==> src/rtl/serial_pkg.sv <==
// serial_pkg: state encoding and helpers shared by the serializer and the deserializer-side control
package serial_pkg;

    localparam logic [1:0] S_IDLE = 2'd0;
    localparam logic [1:0] S_SEND = 2'd1;
    localparam logic [1:0] S_GAP  = 2'd2;

    // ceil(log2(v)); 0 for v <= 1
    function automatic int clog2(input int v);
        int r;
        r = 0;
        for (int i = 0; i < 31; i++)
            if ((1 << i) < v) r = i + 1;
        return r;
    endfunction

endpackage

==> src/rtl/piso_serializer.sv <==
// piso_serializer: valid/ready word capture, MSB-first serial output with last-bit strobe and optional idle gap
module piso_serializer
    import serial_pkg::*;
#(
    parameter int N   = 4,
    parameter int GAP = 0
) (
    input  logic         clk,
    input  logic         reset,
    input  logic [N-1:0] load_data,
    input  logic         load_valid,
    output logic         load_ready,
    output logic         data_out,
    output logic         bit_valid,
    output logic         frame_done
);

    localparam int CW = clog2(N);
    localparam int GW = clog2(GAP + 1) > 0 ? clog2(GAP + 1) : 1;

    logic [1:0]    state;
    logic [N-1:0]  word;
    logic [CW-1:0] cnt;
    logic [GW-1:0] gcnt;
    logic          last;
    logic          hs;

    // The last bit of a frame doubles as a load slot when frames run back to back
    assign last       = state == S_SEND && cnt == CW'(N - 1);
    assign load_ready = !reset && (state == S_IDLE || (GAP == 0 && last));
    assign hs         = load_valid && load_ready;
    assign data_out   = state == S_SEND && word[CW'(N - 1) - cnt];
    assign bit_valid  = state == S_SEND;
    assign frame_done = last;

    // Capture on handshake, step through the word, then idle out the gap
    always_ff @(posedge clk or posedge reset) begin
        if (reset) begin
            state <= S_IDLE;
            word  <= '0;
            cnt   <= '0;
            gcnt  <= '0;
        end else if (hs) begin
            word  <= load_data;
            cnt   <= '0;
            state <= S_SEND;
        end else if (state == S_SEND) begin
            if (last) begin
                state <= GAP > 0 ? S_GAP : S_IDLE;
                gcnt  <= GW'(GAP > 0 ? GAP - 1 : 0);
            end else begin
                cnt <= cnt + 1'b1;
            end
        end else if (state == S_GAP) begin
            if (gcnt == '0) state <= S_IDLE;
            else gcnt <= gcnt - 1'b1;
        end
    end

endmodule

==> config.mk <==
export PLATFORM = sky130hd
export DESIGN_NAME = piso_serializer
export DESIGN_NICKNAME = d
export VERILOG_FILES = /design/src/rtl/serial_pkg.sv /design/src/rtl/piso_serializer.sv
export SDC_FILE = /design/constraint.sdc
export NUM_CORES = 1
export LEC_CHECK = 0
export ABC_AREA = 1
export ABC_CLOCK_PERIOD_IN_PS = 1500
export BUFFER_PORTS_ARGS = -buffer_cell sky130_fd_sc_hd__clkbuf_2
export CAP_MARGIN = 20
export CORE_AREA = 3 3 40 42
export DETAILED_ROUTE_END_ITERATION = 12
export DIE_AREA = 0 0 43 45
export HOLD_SLACK_MARGIN = 0.02
export SETUP_SLACK_MARGIN = 0.3
export SYNTH_ARGS = -nofsm -noshare
export SYNTH_HDL_FRONTEND = slang
export SYNTH_SLANG_ARGS = --single-unit
==> constraint.sdc <==
create_clock -name clk -period 1.5 [get_ports clk]
set_input_delay 0.225 -clock clk [delete_from_list [all_inputs] [get_ports clk]]
set_output_delay 0.225 -clock clk [all_outputs]
set_load 0.05 [all_outputs]
# After elaboration in Yosys (flattened, before gate mapping)
# Cells that the tools add are included.
dict set report classes {
  n_eq_ne 7
  reduce_logical 13
  add_sub_neg 3
  muxes 14
  bitwise 1
  order_cmp 1
}
# op n
set op_table {}
lappend op_table {{$mux 2} 8}
lappend op_table {{$reduce_and 3->1} 2}
lappend op_table {{$mux 1} 5}
lappend op_table {{$eq 2x2->1 const B} 2}
lappend op_table {{$logic_and 1x1->1} 4}
lappend op_table {{$ne 2x1->1 const B} 2}
lappend op_table {{$reduce_bool 2->1} 2}
lappend op_table {{$lt 2x3->1 const B} 1}
lappend op_table {{$ne 3x1->1 const B} 1}
lappend op_table {{$ne 3x2->1 const B} 1}
lappend op_table {{$reduce_bool 3->1} 1}
lappend op_table {{$add 2x1->2 const B} 1}
lappend op_table {{$bmux 1 s2} 1}
lappend op_table {{$eq 2x1->1 const B} 1}
lappend op_table {{$logic_not 2->1} 1}
lappend op_table {{$reduce_and 2->1} 1}
lappend op_table {{$sub 2x2->2 const A} 1}
lappend op_table {{$logic_not 1->1} 1}
lappend op_table {{$logic_or 1x1->1} 1}
lappend op_table {{$not 1->1} 1}
lappend op_table {{$sub 1x1->1 const B} 1}
dict set report word_totals {
  input_bits 7
  out_inout_bits 4
  wordCells 43
  ff_bits 9
}

# Longest topological paths before layout
# Gate-level depths: netlist of the first run.
dict set report depth {
  depth_word 7
  mapped_depth 7
  depth_no_buf 6
}

# Worst setup path before layout of the first run
# No wires, ideal clock.
dict set report synth_timing {
  path_type {register to output}
  startpoint {reg state[0]}
  endpoint {out data_out}
  n_path_buf 0
  setup_slack_ns -0.230
  arrival_ns 1.505
  required_ns 1.275
  path_stages_with_launch 3
  cell_sequence {dfrtp_1 inv_1 a21oi_1}
}
dict set report synth_via {
  elab_chain_len 2
}
# element line_no
set synth_rtl {}
lappend synth_rtl {{start: declaration} piso_serializer.sv:21} ;# logic [1:0] state;
lappend synth_rtl {{start signal: assignment} piso_serializer.sv:49} ;# state <= GAP > 0 ? S_GAP : S_IDLE;
lappend synth_rtl {{$eq 2x1->1} piso_serializer.sv:32} ;# assign data_out = state == S_SEND && word[CW'(N - 1) - cnt];
lappend synth_rtl {{$logic_and 1x1->1} piso_serializer.sv:32}
lappend synth_rtl {{end: declaration} piso_serializer.sv:13} ;# output logic data_out,
# No other way between the ends.

# Final worst setup path of the first run
dict set report layout_timing {
  startpoint {reg cnt[1]}
  endpoint {out load_ready}
}
dict set report layout_via {
  elab_chain_len 4
}
# element line_no
set layout_rtl {}
lappend layout_rtl {{start: declaration} piso_serializer.sv:23} ;# logic [CW-1:0] cnt;
lappend layout_rtl {{start signal: assignment} piso_serializer.sv:52} ;# cnt <= cnt + 1'b1;
lappend layout_rtl {{$eq 2x2->1} piso_serializer.sv:29} ;# assign last = state == S_SEND && cnt == CW'(N - 1);
lappend layout_rtl {{$logic_and 1x1->1} piso_serializer.sv:29}
lappend layout_rtl {{$logic_or 1x1->1} piso_serializer.sv:30} ;# assign load_ready = !reset && (state == S_IDLE || (GAP == 0 && last));
lappend layout_rtl {{$logic_and 1x1->1} piso_serializer.sv:30}
lappend layout_rtl {{end: declaration} piso_serializer.sv:12} ;# output logic load_ready,
# No other way between the ends.

==> results of run 1 <==
==> final timing paths <==
path	start	end	slack (ps)	depth (start not counted)
worst max-delay path	cnt[1]	load_ready	60	6
worst min-delay path	reset	word[2]	130	3
worst max register to register	cnt[1]	word[1]	300	7
worst min register to register	word[2]	word[2]	490	2
max in group asynchronous	reset	state[0]	1230	3
min in group clk	load_data[2]	word[2]	200	3
==> cell usage in the layout, fill, tap and decap left out, types with 2 or more instances in the layout <==
| master | synthesis | final |
|---|---|---|
| buf_4 | 0 | 5 |
| buf_6 | 1 | 2 |
| buf_8 | 0 | 3 |
| clkbuf_2 | 0 | 7 |
| clkbuf_4 | 0 | 3 |
| dfrtp_1 | 7 | 4 |
| dfrtp_2 | 0 | 3 |
| inv_1 | 15 | 11 |
| inv_2 | 0 | 2 |
| inv_4 | 0 | 2 |
| nand2_1 | 14 | 9 |
| nand2_2 | 1 | 5 |
| nand3_2 | 1 | 4 |
| nand3_4 | 0 | 2 |
| o21ai_2 | 4 | 4 |
==> kinds of logic after synthesis <==
logic type	Yosys count	synth area share (%)
AOI/OAI and AO/OA	5	10.3
DFF	7	45.2
and+or+nand+nor	21	23.9
adders and majority gates	1	3.23
buffers and inverters	16	17.4
==> stage by stage <==
| step | area (µm²) | worst slack [ps] | cells | utilization, % |
|---|---|---|---|---|
| after detailed placement | 483 | 133 | 75 | 37.6 |
| after global placement | 483 | 152 | 75 | 37.6 |
| after CTS | 621 | 24.6 | 84 | 48.3 |
| after global routing | 664 | 10.2 | 86 | 51.7 |
| after floorplan | 418 | 269 | 50 | - |
| final | 664 | 60.9 | 86 | 51.7 |
==> repair_timing <==
action / in CTS / in global routing
buffers inserted: 4 / 2
pin swaps: 5 / 1
cloned: 1 / 0
endpoints found under the setup margin: 9 / 10
hold buffers: 0 / 0
resized for setup: 15 / 13
==> worst max-delay path: stages (launching register included) <==
cell and delay [ps]:
dfrtp_2 450, ha_4 180, inv_4 50, nand2_4 50, inv_4 60, nor2_4 30, buf_8 140
==> layer usage <==
| metal | share of wire (%) | GRT usage [%] | routed length, µm | vias to the layer above |
|---|---|---|---|---|
| met5 | 0 | 0 | 0 | - |
| met4 | 0 | 7.23 | 0 | 0 |
| met3 | 3.4 | 2.39 | 30 | 0 |
| met2 | 53 | 17.1 | 464 | 8 |
| met1 | 44 | 13.1 | 386 | 166 |
| li1 | - | - | - | 191 |
==> flip-flops by register name (all words and copies together) (netlist names) <==
register  flops
state         1
cnt           2
word          4
==> cell type report <==
cell class / count / share of cell area [%]
clock buffer: 4 / 3.95
inverter: 15 / 9.23
multi-input combinational: 28 / 36.0
sequential: 7 / 26.9
tap: 15 / 2.82
timing repair buffer: 17 / 21.1
==> power by group through the flow <==
stage	registers [W]	clock network, W	logic, W
finish	0.000405	0.000168	0.00102
global route	0.000425	0.000179	0.00111
CTS	0.000391	0.000172	0.000894
detailed placement	0.000375	0	0.000665
global placement	0.000368	0	0.000656
floorplan	0.000405	0	0.000517
==> flow_summary.toml, run 1 <==
[outcome]
outcome = "finished clean"

[logic_synthesis]
syn-cell-area_um2 = 388
ys_async_sr_fraction_pct = 100
ys_warn_count = 0
avgSynthCellArea_um2 = 7.76
synthCells = 50
yosysTopAreaCell = "dfrtp_1"
ys_seq_elements = 7
synth_edf_count = 0
yosys-top-cells-area = "dfrtp_1, inv_1, nand2_1"
synth_top_cell_area_share_pct = 45.2
yosys.cell_count.top_type = "inv_1"
synth_cell_types = 11
ys_seq_area_share_pct = 45.2
ys.flop_type = "dfrtp_1"
syn-num-nets = 58
synthTopCellsByCount = "inv_1, nand2_1, dfrtp_1, nand3_1, o21ai_2"

[sta]
rsz0062_at_grt = "yes"
fin_crit_sh_pct = 95.9
fmax_ghz = 0.695
skew_ps = 2.69
holdWs_ps = 134
timing.final.crit_period_ps = 1440
slew_headroom_pct = 81.8
setup_violations = 0
worst_pin_slew_ps = 274
drv_slew = 0
fin_setup_tns_ps = 0
hold_viol_final = 0

[critical_path]
worstPathArrival_ps = 1210
critPathKind = "reg -> out"
path_max_fanout = 4
cp-end-kind = "output pin"
cp.required_ps = 1270
startpoint_type = "flop"

[route]
post_drt_wl_per_cell_um = 10.2
drc = 0
drtIter0Drc = 7
drtAntennaViolNets = 0
viasPerCell = 4.24
dr.pass1.iters = 4
wl_um = 881
dr_total_vias = 365

[power]
intPower_w = 0.000856
p_per_area_nw_per_um2 = 2400
peakVddDrop_mv = 0.644
switching_share_pct = 46.2
sequentialPowerShare_pct = 25.4
p_leak_nw = 0.343
p_sw_w = 0.000737
power_w = 0.00159
combPwrFrac_pct = 64.0
clkPwrFrac_pct = 10.6

[floorplan]
io_pins = 11
rows = 13
dieArea_um2 = 1940
initial_core_util_pct = 30.2
core_area_um2 = 1280
die_w_um = 43
die-height_um = 45

[clock_network]
cts_sinks = 7
clk_pin_slew_worst_paths_ps = 50
clk_latency_ps = 250
cts_tree = "yes"
htree_num_levels = 1
clockBufferDepth = 2
numCtsBuffers = 3
cts_root_buffer = "clkbuf_4"

[global_routing]
grt_pass1_vias = 364
grt_overflow_total = 0
antenna_found_initial = 0
grt_max_degree = 8
grt_use_total_pct = 10.7
grt_first_pass_wirelength_um = 1550

[flow_run]
maxCapViolCount = 0

[finish]
nFillCells = 126
layout.nets = 80
area_growth_pct = 71.3
antennaDiodeCount = 0
seq_area_um2 = 179
multi_input_area_um2 = 239
drive_gt1_share_pct = 64.8

[place]
dpl.hpwl_um = 544
gp_congestion = 0.699
io_buffers = 10

[hold_path]
hold_path.class = "in -> async"
(Power assumes the default switching activity.)
==> inputs of run 2 (changes only) <==
--- a/config.mk
+++ b/config.mk
@@ -6,7 +6,7 @@
 export NUM_CORES = 1
 export LEC_CHECK = 0
 export ABC_AREA = 1
-export ABC_CLOCK_PERIOD_IN_PS = 1500
+export ABC_CLOCK_PERIOD_IN_PS = 1800
 export BUFFER_PORTS_ARGS = -buffer_cell sky130_fd_sc_hd__clkbuf_2
 export CAP_MARGIN = 20
 export CORE_AREA = 3 3 40 42
==> constraint.sdc (replaced) <==
create_clock -name clk -period 1.8 [get_ports clk]
set_input_delay 0.27 -clock clk [delete_from_list [all_inputs] [get_ports clk]]
set_output_delay 0.27 -clock clk [all_outputs]
set_load 0.05 [all_outputs]
==> run 2 against run 1 <==
Flip-flop and latch count did not move. Routed wire length fell by 24%. Clock power fell by 18%. Hold slack got worse by 58 ps. Highest routed layer unchanged. Largest power group unchanged. Global-route usage fell by 2.6 points. Critical path type unchanged. Clock skew rose by 3.8 ps. Critical path depth did not move. Critical endpoint unchanged. Via count fell by 10%. Total power fell by 32%.
==> flow_summary.toml, run 2 (synthesized netlist as in run 1, its figures left out) <==
[route]
drtIter0Drc = 6
viasPerCell = 3.99
post_drt_wl_per_cell_um = 8.17
drc = 0
dr.pass1.iters = 2
wl_um = 670
dr_total_vias = 327
drtAntennaViolNets = 0

[hold_path]
hold_path.class = "in -> async"

[power]
p_leak_nw = 0.315
p_per_area_nw_per_um2 = 1960
peakVddDrop_mv = 0.645

[floorplan]
io_pins = 11
die-height_um = 45
die_w_um = 43
dieArea_um2 = 1940
core_area_um2 = 1280
rows = 13
initial_core_util_pct = 30.2

[sta]
setup_violations = 0
hold_viol_final = 0
slew_headroom_pct = 81.8
rsz0062_at_grt = "yes"
timing.final.crit_period_ps = 1520
fin_crit_sh_pct = 84.5
drv_slew = 0
fmax_ghz = 0.657
worst_pin_slew_ps = 274
fin_setup_tns_ps = 0
skew_ps = 6.49

[critical_path]
critPathKind = "reg -> out"
path_max_fanout = 5
cp.required_ps = 1530
cp-end-kind = "output pin"
worstPathArrival_ps = 1250
startpoint_type = "flop"

[global_routing]
grt_first_pass_wirelength_um = 1170
grt_max_degree = 12
antenna_found_initial = 0
grt_overflow_total = 0
grt_pass1_vias = 307
grt_use_total_pct = 8.14

[clock_network]
clk_pin_slew_worst_paths_ps = 50
cts_sinks = 7
clockBufferDepth = 2
cts_root_buffer = "clkbuf_4"
numCtsBuffers = 3
cts_tree = "yes"
htree_num_levels = 1
postCtsHoldBufs = 0
clk_latency_ps = 250

[finish]
stdcell_area_um2 = 549
reg_top3 = "word (4), cnt (2), state (1)"
largest-register = "word"
area_growth_pct = 41.6
drive_gt1_share_pct = 43.3
final_common_cell = "nand2_1"
antennaDiodeCount = 0
largest_register_ffs = 4
layout.nets = 76
most-common-layout-cells = "nand2_1, inv_1, dfrtp_1, clkbuf_2"
utilization_pct = 42.7

[place]
gp_congestion = 0.758
dpl.hpwl_um = 532
dpl_cell_area_um2 = 464
io_buffers = 10

[outcome]
outcome = "finished clean"

[flow_run]
maxCapViolCount = 0
-- run 2: cell types whose count changed in the layout (fill, tap and decap cells not counted), moves of 2 or more --
| cell | change |
|---|---|
| inv_4 | -2 |
| nand3_1 | +4 |
| nand2_1 | +5 |
| dfrtp_2 | -3 |
| nand3_2 | -4 |
| dfrtp_1 | +3 |
| nand2_2 | -4 |
-- run 2: report_power, final --
part	switching, W	internal (W)	leakage [nW]
Combinational	0.000372	0.000263	0.215
Clock	0.0000538	0.0000843	0.0150
Sequential	0.0000653	0.000239	0.0858
Total	0.000491	0.000586	0.315
-- run 2: what timing repair did --
action                     4_1_cts  5_1_grt
gates cloned                     0        0
setup endpoints to repair        2        9
setup buffers                    3        0
pin swaps                        1        2
resized for setup                7        8
hold endpoints to repair         0        0
-- run 2: cell type report --
class	count	area (µm²)
clock buffers	4	26.3
fillers	135	736
inverters	15	56.3
multi-input cells	27	166
flip-flops and latches	7	175
well taps	15	18.8
repair buffers	14	106
-- run 2: metal layers --
metal / vias up / GRT usage [%] / wire length, µm / share of wire, %
met4: 0 / 7.23 / 0 / 0
met2: 7 / 11.1 / 298 / 44
met5: - / 0 / 0 / 0
li1: 180 / - / - / -
met3: 0 / 2.79 / 36 / 5.4
met1: 140 / 10.1 / 335 / 50
-- run 2: final timing paths --
path / end / slack [ps] / cells past startpoint / startpoint
max: load_ready / 280 / 6 / cnt[0]
min: cnt[0] / 80 / 3 / reset
max reg2reg: word[2] / 430 / 8 / cnt[0]
min reg2reg: word[1] / 480 / 2 / word[1]
max in group asynchronous: word[2] / 1600 / 3 / reset
min in group clk: word[3] / 240 / 3 / load_data[3]
-- run 2: per-stage QoR --
step	worst slack (ps)	power, W	hold WS (ps)	instances
after CTS	274	0.00106	38.3	82
after global placement	372	0.000797	308	75
after global routing	197	0.00118	93.7	82
final	278	0.00108	76.0	82
after floorplan	310	0.000712	88.9	50
after detailed placement	366	0.000805	309	75
-- run 2: critical path: stages, from the launching register on --
cell and delay [ps]:
dfrtp_1 420, ha_2 210, inv_2 40, nand2_2 60, inv_2 50, nor2_4 80
buf_8 150
==> inputs of run 3 (changes only) <==
--- a/config.mk
+++ b/config.mk
@@ -5,8 +5,8 @@
 export SDC_FILE = /design/constraint.sdc
 export NUM_CORES = 1
 export LEC_CHECK = 0
-export ABC_AREA = 1
-export ABC_CLOCK_PERIOD_IN_PS = 1800
+export ABC_AREA = 0
+export ABC_CLOCK_PERIOD_IN_PS = 1400
 export BUFFER_PORTS_ARGS = -buffer_cell sky130_fd_sc_hd__clkbuf_2
 export CAP_MARGIN = 20
 export CORE_AREA = 3 3 40 42
==> constraint.sdc (replaced) <==
create_clock -name clk -period 1.4 [get_ports clk]
set_input_delay 0.21 -clock clk [delete_from_list [all_inputs] [get_ports clk]]
set_output_delay 0.21 -clock clk [all_outputs]
set_load 0.05 [all_outputs]
==> run 3 against run 2 <==
The flow now finishes with violations (setup timing). Hold slack improved by 120 ps. Area after synthesis fell by 7.7%. Register-to-register slack got worse by 570 ps. Routed wire length increased by 4.0%. Clock skew decreased by 4.1 ps. First-iteration DRC count fell by 50%. Sequential power grew 33%. Largest power group unchanged. Highest routed layer unchanged.
==> flow_summary.toml, run 3 <==
[outcome]
outcome = "finished, violations left"
violations = "setup timing"

[place]
place_ws_ps = -55.3
gp_congestion = 0.670
io_buffers = 10
dpl.hpwl_um = 475

[sta]
fmax_ghz = 0.606
slew_headroom_pct = 82.2
fin_ws_ps = -249
drv_slew = 0
rsz0062_at_grt = "yes"
fin_setup_tns_ps = -1160
fin_crit_sh_pct = 118
hold_viol_final = 0
skew_ps = 2.43
worst_pin_slew_ps = 267
timing.final.crit_period_ps = 1650
setup_violations = 7

[clock_network]
cts_root_buffer = "clkbuf_4"
numCtsBuffers = 3
clk_pin_slew_worst_paths_ps = 50
cts_tree = "yes"
htree_num_levels = 1
cts_sinks = 7
clockBufferDepth = 2
clk_latency_ps = 250

[critical_path]
critPathTopFamily = "multiplexers"
crit_slowest_cell = "mux4_2"
worstPathCellList = "mux4_2 > and2_4 > clkbuf_16"
path_max_fanout = 2
startpoint_type = "flop"
r2r_setup_slack_ps = -140
worstPathArrival_ps = 1440
cp_num_buf_inv = 1
critPathKind = "reg -> out"
cp_slowest_stage_delay_ps = 500
cp.required_ps = 1190
cp-end-kind = "output pin"

[logic_synthesis]
yosysTopAreaCell = "dfrtp_1"
synthTopCellsByCount = "dfrtp_1, mux2_4, nand2_1, and2_1, nand3_1"
ys_warn_count = 0
ys_seq_area_share_pct = 49.0
ys_seq_elements = 7
yosys.area_share.simple_pct = 23.1
synth_top_family_by_area = "simple AND/OR/NAND/NOR gates"
syn-num-nets = 35
synth_edf_count = 0
synthMuxAreaShare_pct = 22.0
avgSynthCellArea_um2 = 13.3
yosys.cell_count.top_type = "dfrtp_1"
synth_cell_types = 15
ys.flop_type = "dfrtp_1"
synth_top_cell_area_share_pct = 49.0
yosys-top-cells-area = "dfrtp_1, mux2_4, mux4_2"
synthCells = 27
synth_xor_area_share_pct = 0
synth_compound_area_share_pct = 1.40
ys_async_sr_fraction_pct = 100
synthAdderAreaFrac_pct = 3.50
syn-cell-area_um2 = 358

[global_routing]
use_met2_pct = 13.8
grt_overflow_total = 0
grt_first_pass_wirelength_um = 1230
grt_max_degree = 8
use_met3_pct = 2.39
use_met1_pct = 9.73
grt_pass1_vias = 303
busiest_layer = "met2"
antenna_found_initial = 0
grt_use_total_pct = 8.68

[finish]
largest_register_ffs = 4
antennaDiodeCount = 0
drive_gt1_share_pct = 70.0
area_growth_pct = 72.7
reg_top3 = "word (4), cnt (2), state (1)"
largest-register = "word"
most-common-layout-cells = "dfrtp_1, clkbuf_2, buf_4"
layout.nets = 59

[power]
peakVddDrop_mv = 0.859
p_leak_nw = 0.300
p_per_area_nw_per_um2 = 2800

[route]
wl_um = 697
post_drt_wl_per_cell_um = 10.7
drtIter0Drc = 3
drtAntennaViolNets = 0
dr.pass1.iters = 2
viasPerCell = 4.23
drc = 0
dr_total_vias = 275

[floorplan]
io_pins = 11
rows = 13
die_w_um = 43
dieArea_um2 = 1940
initial_core_util_pct = 27.8
die-height_um = 45
core_area_um2 = 1280

[hold_path]
hold_path.class = "in -> reg"

[flow_run]
maxCapViolCount = 0
## run 3: path summary, 6_finish.rpt
| path | startpoint | to | cells past startpoint |
|---|---|---|---|
| max in group asynchronous | reset | state[0] | 3 |
| max | cnt[1] | data_out | 3 |
| min | load_data[2] | word[2] | 2 |
| min reg2reg | state[0] | state[0] | 2 |
| max reg2reg | cnt[1] | word[3] | 7 |
| min in group asynchronous | reset | cnt[0] | 3 |
## run 3: layer usage
layer  up-vias  wire (µm)  share of wire [%]
met1       132        305                 44
met2         6        357                 51
met3         0         34                4.9
met5         -          0                  0
met4         0          0                  0
li1        137          -                  -
## run 3: cell families (layout without fill, tap and decap cells)
kind of cell / after synthesis / in the layout
multiplexers: 5 / 5
buffers and inverters: 1 / 24
flip-flops: 7 / 7
adder cells (fa/ha/maj): 1 / 1
AO/OA/AOI/OAI: 1 / 1
AND/OR/NAND/NOR: 12 / 12
## run 3: where the power goes
part / internal [W] / switching, W / leakage, nW / total [W]
registers: 0.000311 / 0.0000935 / 0.0817 / 0.000404
logic: 0.000672 / 0.000475 / 0.203 / 0.00115
clock network: 0.000109 / 0.0000724 / 0.0150 / 0.000181
total: 0.00109 / 0.000641 / 0.300 / 0.00173
## run 3: area by class of cell
cell class | instances | area (µm²)
Fill cell | 114 | 667
Multi-Input combinational cell | 19 | 215
Timing Repair Buffer | 19 | 178
Sequential cell | 7 | 176
Clock buffer | 4 | 26.3
Tap cell | 15 | 18.8
Inverter | 1 | 3.75
## run 3: worst register-to-register path, stage by stage (launching register included)
cell     delay, ps
dfrtp_1        400
buf_4          140
buf_6          110
ha_4           160
nor2b_4        150
buf_6          120
nor2_4          50
mux2_4         290
## run 3: repair_timing
action / 4_1_cts / 5_1_grt
pin swaps: 1 / 0
buffers inserted: 1 / 2
hold buffers: 1 / 0
endpoints found under the setup margin: 10 / 10
gates resized for setup: 12 / 6
gates cloned: 0 / 0
endpoints found under the hold margin: 7 / 0
## run 3: stage by stage
stage | util (%) | area (µm²) | cells | total power (W) | hold WS [ps]
2_1_floorplan | - | 377 | 27 | 0.000973 | 13.3
3_3_place_gp | 37.6 | 483 | 57 | 0.00119 | 184
3_5_place_dp | 37.6 | 483 | 57 | 0.00119 | 189
4_1_cts | 46.3 | 594 | 63 | 0.00165 | 183
5_1_grt | 48.1 | 618 | 65 | 0.00184 | 198
6_report | 48.1 | 618 | 65 | 0.00173 | 193
